--- config.mk ---
export PLATFORM = sky130hd
export DESIGN_NAME = fetch_unit_flat
export DESIGN_NICKNAME = d
export VERILOG_FILES = /design/src/rtl/fetch_unit_if.sv /design/src/rtl/fetch_unit.sv /design/src/flat_wrapper.sv
export SDC_FILE = /design/constraint.sdc
export NUM_CORES = 1
export LEC_CHECK = 0
export ABC_AREA = 1
export CAP_MARGIN = 20
export CORE_MARGIN = 5
export CORE_UTILIZATION = 47
export CTS_CLUSTER_SIZE = 28
export DETAILED_ROUTE_END_ITERATION = 7
export GPL_TIMING_DRIVEN = 0
export MAX_ROUTING_LAYER = met4
export PLACE_DENSITY = 0.77
export RECOVER_POWER = 100
export SYNTH_ARGS = -nofsm -noshare
export SYNTH_HDL_FRONTEND = slang
export SYNTH_SLANG_ARGS = --single-unit
--- constraint.sdc ---
create_clock -name clk -period 2.9 [get_ports clk]
set_input_delay 0.58 -clock clk [delete_from_list [all_inputs] [get_ports clk]]
set_output_delay 0.58 -clock clk [all_outputs]
set_load 0.01 [all_outputs]
--- src/rtl/fetch_unit_if.sv ---
// fetch_unit_if: bundle of the fetch stage's external handshakes.
//   redirect_valid/redirect_pc           : new fetch target from next-PC logic
//   imem_req_valid/ready/addr            : in-order instruction memory requests
//   imem_resp_valid/data                 : in-order responses, always accepted
//   if_valid/ready/pc/instr/pc_plus4     : instruction stream to decode
//   if_misalign                          : only with FETCH_MISALIGN_EN defined
// modport master: the fetch unit; modport slave: its environment.
interface fetch_unit_if;
  logic        redirect_valid;
  logic [31:0] redirect_pc;
  logic        imem_req_valid;
  logic        imem_req_ready;
  logic [31:0] imem_req_addr;
  logic        imem_resp_valid;
  logic [31:0] imem_resp_data;
  logic        if_valid;
  logic        if_ready;
  logic [31:0] if_pc;
  logic [31:0] if_instr;
  logic [31:0] if_pc_plus4;
`ifdef FETCH_MISALIGN_EN
  logic        if_misalign;
`endif

  modport master (
`ifdef FETCH_MISALIGN_EN
    output if_misalign,
`endif
    input  redirect_valid, redirect_pc,
    output imem_req_valid, imem_req_addr,
    input  imem_req_ready,
    input  imem_resp_valid, imem_resp_data,
    output if_valid, if_pc, if_instr, if_pc_plus4,
    input  if_ready
  );

  modport slave (
`ifdef FETCH_MISALIGN_EN
    input  if_misalign,
`endif
    output redirect_valid, redirect_pc,
    input  imem_req_valid, imem_req_addr,
    output imem_req_ready,
    output imem_resp_valid, imem_resp_data,
    input  if_valid, if_pc, if_instr, if_pc_plus4,
    output if_ready
  );
endinterface

--- src/rtl/fetch_unit.sv ---
// fetch_unit: instruction fetch stage.
// Holds the fetch PC, issues in-order requests to instruction memory, buffers
// returned instructions in a FIFO_DEPTH-entry FIFO and presents them to decode.
// A redirect flushes the FIFO and discards responses of in-flight requests.
// Ports: clk, rst (synchronous, active-high), bus (fetch_unit_if.master).
// Parameters: RESET_PC (fetch PC after reset), FIFO_DEPTH (buffer entries and
// outstanding-request cap, power of 2, >= 2).
// Optional macro FETCH_MISALIGN_EN: a misaligned redirect target issues no
// requests; after draining, one nop entry flagged if_misalign is presented.
module fetch_unit #(
  parameter logic [31:0] RESET_PC   = 32'h0000_0000,
  parameter int unsigned FIFO_DEPTH = 2
) (
  input  logic         clk,
  input  logic         rst,
  fetch_unit_if.master bus
);
  localparam int unsigned AW = $clog2(FIFO_DEPTH);
  localparam int unsigned CW = $clog2(FIFO_DEPTH + 1);

  typedef enum logic {RUN, DRAIN} state_e;

  state_e        state_q, state_d;
  logic [31:0]   fetch_pc_q, fetch_pc_d;
  logic [31:0]   resp_pc_q, resp_pc_d;
  logic [CW-1:0] out_q, out_d;
  logic [CW-1:0] disc_q, disc_d;
  logic [CW-1:0] cnt_q, cnt_d;
  logic [AW-1:0] wr_q, wr_d, rd_q, rd_d;
  logic [31:0]   pc_mem_q    [FIFO_DEPTH];
  logic [31:0]   instr_mem_q [FIFO_DEPTH];

  logic          req_valid, accept, credit;
  logic          resp_keep, resp_drop, push, pop;
  logic [31:0]   redir_pc, push_pc, push_instr;
  logic [CW:0]   used;

`ifdef FETCH_MISALIGN_EN
  logic          mis_mem_q [FIFO_DEPTH];
  logic          pend_q, pend_d, idle_q, idle_d, misal_redir, pseudo_push;
  assign redir_pc    = bus.redirect_pc;
  assign misal_redir = bus.redirect_pc[1:0] != 2'b00;
  assign pseudo_push = pend_q && (disc_q == '0);
`else
  assign redir_pc    = bus.redirect_pc & 32'hFFFF_FFFC;
`endif

  assign used      = {1'b0, out_q} + {1'b0, cnt_q};
  assign credit    = used < (CW+1)'(FIFO_DEPTH);
  assign accept    = req_valid && bus.imem_req_ready;
  assign resp_keep = bus.imem_resp_valid && (disc_q == '0);
  assign resp_drop = bus.imem_resp_valid && (disc_q != '0);
  assign pop       = (cnt_q != '0) && bus.if_ready;

`ifdef FETCH_MISALIGN_EN
  assign push       = resp_keep || pseudo_push;
  assign push_pc    = pseudo_push ? fetch_pc_q : resp_pc_q;
  assign push_instr = pseudo_push ? 32'h0000_0013 : bus.imem_resp_data;
`else
  assign push       = resp_keep;
  assign push_pc    = resp_pc_q;
  assign push_instr = bus.imem_resp_data;
`endif

  // State register
  always_ff @(posedge clk) begin
    if (rst) state_q <= RUN;
    else     state_q <= state_d;
  end

  // Next state: DRAIN while stale responses remain to be discarded
  always_comb begin
    state_d = state_q;
    case (state_q)
      RUN:     if (disc_d != '0) state_d = DRAIN;
      DRAIN:   if (disc_d == '0) state_d = RUN;
      default: state_d = RUN;
    endcase
  end

  // Outputs: request credit and flow control
  always_comb begin
    req_valid = !rst && !bus.redirect_valid && credit;
`ifdef FETCH_MISALIGN_EN
    req_valid = req_valid && !idle_q;
`endif
  end

  // Datapath next-state
  always_comb begin
    fetch_pc_d = fetch_pc_q;
    resp_pc_d  = resp_pc_q;
    out_d      = out_q + CW'(accept) - CW'(bus.imem_resp_valid);
    disc_d     = disc_q - CW'(resp_drop);
    cnt_d      = cnt_q + CW'(push) - CW'(pop);
    wr_d       = wr_q + AW'(push);
    rd_d       = rd_q + AW'(pop);
    if (accept)    fetch_pc_d = fetch_pc_q + 32'd4;
    if (resp_keep) resp_pc_d  = resp_pc_q + 32'd4;
    if (bus.redirect_valid) begin
      fetch_pc_d = redir_pc;
      resp_pc_d  = redir_pc;
      // out_q counts every in-flight request, including ones already marked
      // for discard, so after a redirect all of them (less this cycle's
      // response) are stale.
      disc_d     = out_q - CW'(bus.imem_resp_valid);
      cnt_d      = '0;
      wr_d       = '0;
      rd_d       = '0;
    end
  end

`ifdef FETCH_MISALIGN_EN
  always_comb begin
    pend_d = pend_q && !pseudo_push;
    idle_d = idle_q;
    if (bus.redirect_valid) begin
      pend_d = misal_redir;
      idle_d = misal_redir;
    end
  end

  always_ff @(posedge clk) begin
    if (rst) begin
      pend_q <= 1'b0;
      idle_q <= 1'b0;
    end else begin
      pend_q <= pend_d;
      idle_q <= idle_d;
    end
  end
`endif

  always_ff @(posedge clk) begin
    if (rst) begin
      fetch_pc_q <= RESET_PC;
      resp_pc_q  <= RESET_PC;
      out_q      <= '0;
      disc_q     <= '0;
      cnt_q      <= '0;
      wr_q       <= '0;
      rd_q       <= '0;
    end else begin
      fetch_pc_q <= fetch_pc_d;
      resp_pc_q  <= resp_pc_d;
      out_q      <= out_d;
      disc_q     <= disc_d;
      cnt_q      <= cnt_d;
      wr_q       <= wr_d;
      rd_q       <= rd_d;
    end
  end

  always_ff @(posedge clk) begin
    if (push) begin
      pc_mem_q[wr_q]    <= push_pc;
      instr_mem_q[wr_q] <= push_instr;
`ifdef FETCH_MISALIGN_EN
      mis_mem_q[wr_q]   <= pseudo_push;
`endif
    end
  end

  assign bus.imem_req_valid = req_valid;
  assign bus.imem_req_addr  = fetch_pc_q;
  assign bus.if_valid       = !rst && (cnt_q != '0);
  assign bus.if_pc          = pc_mem_q[rd_q];
  assign bus.if_instr       = instr_mem_q[rd_q];
  assign bus.if_pc_plus4    = pc_mem_q[rd_q] + 32'd4;
`ifdef FETCH_MISALIGN_EN
  assign bus.if_misalign    = !rst && (cnt_q != '0) && mis_mem_q[rd_q];
`endif
endmodule

--- src/flat_wrapper.sv ---
// flat-port wrapper written by rule: the top's interface ports become plain ports
module fetch_unit_flat 
#(
  parameter logic [31:0] RESET_PC   = 32'h0000_0000,
  parameter int unsigned FIFO_DEPTH = 2
)
  (clk, rst, bus_redirect_valid, bus_redirect_pc, bus_imem_req_valid, bus_imem_req_addr, bus_imem_req_ready, bus_imem_resp_valid, bus_imem_resp_data, bus_if_valid, bus_if_pc, bus_if_instr, bus_if_pc_plus4, bus_if_ready);
  fetch_unit_if bus_i ();
  input  logic clk;
  input  logic rst;
  input wire logic [$bits(bus_i.redirect_valid)-1:0] bus_redirect_valid;
  input wire logic [$bits(bus_i.redirect_pc)-1:0] bus_redirect_pc;
  output wire logic [$bits(bus_i.imem_req_valid)-1:0] bus_imem_req_valid;
  output wire logic [$bits(bus_i.imem_req_addr)-1:0] bus_imem_req_addr;
  input wire logic [$bits(bus_i.imem_req_ready)-1:0] bus_imem_req_ready;
  input wire logic [$bits(bus_i.imem_resp_valid)-1:0] bus_imem_resp_valid;
  input wire logic [$bits(bus_i.imem_resp_data)-1:0] bus_imem_resp_data;
  output wire logic [$bits(bus_i.if_valid)-1:0] bus_if_valid;
  output wire logic [$bits(bus_i.if_pc)-1:0] bus_if_pc;
  output wire logic [$bits(bus_i.if_instr)-1:0] bus_if_instr;
  output wire logic [$bits(bus_i.if_pc_plus4)-1:0] bus_if_pc_plus4;
  input wire logic [$bits(bus_i.if_ready)-1:0] bus_if_ready;
  assign bus_i.redirect_valid = bus_redirect_valid;
  assign bus_i.redirect_pc = bus_redirect_pc;
  assign bus_imem_req_valid = bus_i.imem_req_valid;
  assign bus_imem_req_addr = bus_i.imem_req_addr;
  assign bus_i.imem_req_ready = bus_imem_req_ready;
  assign bus_i.imem_resp_valid = bus_imem_resp_valid;
  assign bus_i.imem_resp_data = bus_imem_resp_data;
  assign bus_if_valid = bus_i.if_valid;
  assign bus_if_pc = bus_i.if_pc;
  assign bus_if_instr = bus_i.if_instr;
  assign bus_if_pc_plus4 = bus_i.if_pc_plus4;
  assign bus_i.if_ready = bus_if_ready;
  fetch_unit #(.RESET_PC(RESET_PC), .FIFO_DEPTH(FIFO_DEPTH)) u_core (.clk(clk), .rst(rst), .bus(bus_i));
endmodule
==> results by group <==
Setup path
  • Slowest cell on the critical path: dfxtp_4
  • Crit-path max FO: 6
  • Worst r2r dst: u_core.out_q[1]
  • Critical R2R Launch: u_core.cnt_q[0]
  • CP arrival: between 2 and 2.5 ns
  • Setup Crit Path Kind: register to output pin
  • CP Capture Type: output pin
  • CP cell instances: inv_6 > buf_12 > buf_12 > o21ai_4 > nand2_2 > nor2_4 > inv_2 > nor2_4 > nand2_2 > xnor2_2 > buf_2
  • CP peak stage delay: between 0.4 and 0.5 ns
  • Reg2Reg Depth: 10
  • Worst R2R Setup Slack: approximately 0.25 ns
  • Worst setup path end: bus_if_pc_plus4[17]
  • CP Launch Point: u_core.rd_q
  • Crit start category: register
  • Worst EP required: 2.32 ns

Route
  • Drt pass-1 iters: 5
  • Avg WL per Cell: between 15 and 20 um
  • Post-Route WL: between 30000 and 40000 um
  • DR vias: ~9500
  • Residual DRC: 0
  • Drt via density: ~5.2
  • 1st-iter DRT viols: around 640
  • Antenna viol nets, final: 0

Floorplanning
  • Die area: about 0.024 sq mm
  • Core Region: roughly 0.021 sq mm
  • Die X: 156 um
  • Chip height: between 150 and 200 um
  • Starting density of the core: 47.7%
  • I/O Pins: 200
  • # rows: 53

Yosys
  • Number of synthesized register bits: ~190
  • Synth Instances: 1281
  • Mean Syn Cell Area: between 7 and 8 sq um
  • Synth warn: 0
  • Unique cell type count in the Yosys netlist: 38
  • Post-synth EDFFs: 124
  • Post-synthesis sequential area ratio: around 50%
  • Ys async rst share: 0%
  • Cell area after synthesis: 0.0100 sq mm
  • Main synth FF type: edfxtp_1

GRT
  • Initial antenna violation count: 2
  • Number of global-route vias before repair: 9099
  • Global-route wire length before repair: ~46000 um
  • All-layer global routing usage: between 20% and 30%
  • Total grt overflow: 0
  • Pin count of the biggest net entering global routing: between 60 and 70

Final layout
  • Multi-input gate area: roughly 0.0048 sq mm
  • # nets final: 1613
  • Layout cells sized above 1: 15.5%
  • FF+latch area: between 0.005 and 0.006 sq mm
  • Final Util: between 60% and 70%
  • Post-route cell area: 0.0137 sq mm
  • Synth-to-layout area growth: 37.3%
  • Filler cells: 1703

Clocking
  • Hold buffer count at cts: 0
  • Max Root-Sink Buffers: 2
  • CTS tree: built
  • CTS H-Tree Depth: 4
  • CTS Sinks: between 150 and 200
  • Latest clock arrival within the worst-skew pair: between 0.4 and 0.5 ns
  • Clock-pin slew on the worst setup and hold paths: approximately 0.08 ns
  • Clk root buf: clkbuf_16
  • CTS Buf Count: 17

Place
  • Placement Cell Area: between 0.01 and 0.015 sq mm
  • Gpl congestion: ~0.96
  • Port Buf Inserts: 189
  • DP HPWL: 21800 um

STA
  • Measured slew at the worst slew-check pin: between 0.8 and 0.9 ns
  • Slack of the critical path: -0.0848 ns
  • Max Transition Viols Final: 0
  • Final Skew: about 0.015 ns
  • Fin crit period: 2.98 ns
  • Final setup vio count: 5
  • Slew margin rel.: ~41%
  • Hold WS: 0.537 ns
  • Fmax: approximately 340 MHz
  • RSZ-0062 raised after global routing: yes
  • Fin crit share: 103%
  • TNS Setup: -0.132 ns
  • Final hold viol count: 0

Job
  • Max_cap viols: 0

Outcome
  • Run status: complete, but fails checks
  • Failing checks: setup timing

Pwr
  • PD cells: about 500 mW/mm^2
  • Static Leak: between 5 and 6 nW
  • Worst ir drop on vdd: 0.419 mV

Worst hold path
  • Hold Crit Class: register to register
==> per-stage QoR <==
stage / total power [mW] / setup slack [ns] / instances
3_5_place_dp: 4.55 / -0.369 / 1750
4_1_cts: 7.00 / -0.0208 / 1800
2_1_floorplan: 3.88 / 0.0236 / 1286
5_1_grt: 7.33 / -0.167 / 1822
6_report: 7.05 / -0.0848 / 1822
3_3_place_gp: 4.51 / -1.59 / 1750
==> synth_stat cells, drive strengths merged, types with 2 or more instances <==
cell type | n | area, sq um
nand4 | 13 | 81.3
a31oi | 11 | 68.8
clkbuf | 19 | 71.3
nor2 | 143 | 574
nand2 | 483 | 1830
dfxtp | 68 | 1360
or2 | 5 | 31.3
xor2 | 21 | 184
xnor2 | 8 | 70.1
edfxtp | 124 | 3720
nand3b | 8 | 60.1
inv | 132 | 498
o211ai | 3 | 22.5
nand3 | 69 | 345
o21ai | 64 | 388
nor3 | 5 | 25.0
buf | 20 | 136
a21oi | 60 | 300
ha | 10 | 125
o22ai | 2 | 12.5
and2 | 8 | 50.1
==> routing by layer <==
| layer | vias to the layer above | GRT usage, % | wire [um] | part of all wire (%) |
|---|---|---|---|---|
| met5 | - | - | 0 | 0 |
| met4 | 0 | 9.55 | 922 | 3.0 |
| met3 | 73 | 4.88 | 2340 | 7.6 |
| met2 | 425 | 40.5 | 14900 | 48 |
| met1 | 4418 | 30.6 | 12500 | 41 |
| li1 | 4618 | - | - | - |
==> registers in the layout, summed over array words and instances, names as in the netlist <==
signal,flops
u_core.bus.imem_req_addr,30
u_core.cnt_q,2
u_core.disc_q,2
u_core.instr_mem_q,64
u_core.out_q,2
u_core.pc_mem_q,60
u_core.push_pc,30
u_core.rd_q,1
u_core.wr_q,1
==> critical path, delay by kind of cell, from the launching register on <==
family          cells  cell delay [ns]
xor+xnor            1             0.14
compound gates      1             0.28
buf+inv             5             0.55
flops               1             0.41
simple gates        4             0.57
==> cells in the final DEF (no fill, tap or decap), types with 37 or more instances in the layout <==
cell type / netlist / routed
dfxtp_1: 68 / 67
nand2_2: 7 / 37
edfxtp_1: 124 / 124
dlygate4sd3_1: 0 / 80
a21oi_1: 60 / 60
inv_1: 128 / 125
buf_4: 9 / 40
nor2_1: 132 / 101
clkdlybuf4s50_1: 0 / 81
o21ai_0: 52 / 50
nand2_1: 476 / 433
nand3_1: 69 / 66
==> what timing repair did <==
| item | 4_1_cts | 5_1_grt |
|---|---|---|
| buffers inserted | 18 | 18 |
| gates resized for setup | 111 | 146 |
| pin swaps | 16 | 48 |
| setup endpoints to repair | 61 | 54 |
| gates cloned | 0 | 2 |
==> final cells by class <==
type,count,area share (%)
antenna,2,0.0364
buffer,39,1.78
clock buffer,17,3.10
clock inverter,15,1.54
inverter,133,3.71
multi-input combinational,922,34.7
sequential,192,37.1
tap,275,2.51
timing repair buffer,227,15.6
==> how the worst min path moves through the flow <==
stage	startpoint	endpoint	slack, ns	cells after the start
floorplan	u_core.push_pc[31]	u_core.pc_mem_q[0][31]	0.46	0
global placement	u_core.cnt_q[1]	u_core.cnt_q[1]	0.51	2
detailed placement	u_core.push_pc[5]	u_core.pc_mem_q[1][5]	0.52	0
CTS	u_core.push_pc[30]	u_core.pc_mem_q[1][30]	0.54	0
global route	u_core.push_pc[30]	u_core.pc_mem_q[1][30]	0.55	0
finish	u_core.push_pc[31]	u_core.pc_mem_q[0][31]	0.54	0
==> report_power, final <==
part / leakage, nW / switching (mW) / internal, mW / total (mW)
combinational: 3.66 / 0.776 / 0.596 / 1.37
sequential: 1.72 / 0.132 / 3.11 / 3.24
clock: 0.305 / 1.24 / 1.20 / 2.44
total: 5.68 / 2.15 / 4.90 / 7.05
==> cells by family after synthesis <==
family                     Yosys count  synth area share (%)
AOI/OAI and AO/OA                  141                  7.99
xor gates and xnor gates            29                  2.54
adders and majority gates           11                  1.45
buffers and inverters              172                  7.09
DFF                                192                  50.8
other                                1                0.0375
and+or+nand+nor                    735                  30.0
(Power assumes the default switching activity.)
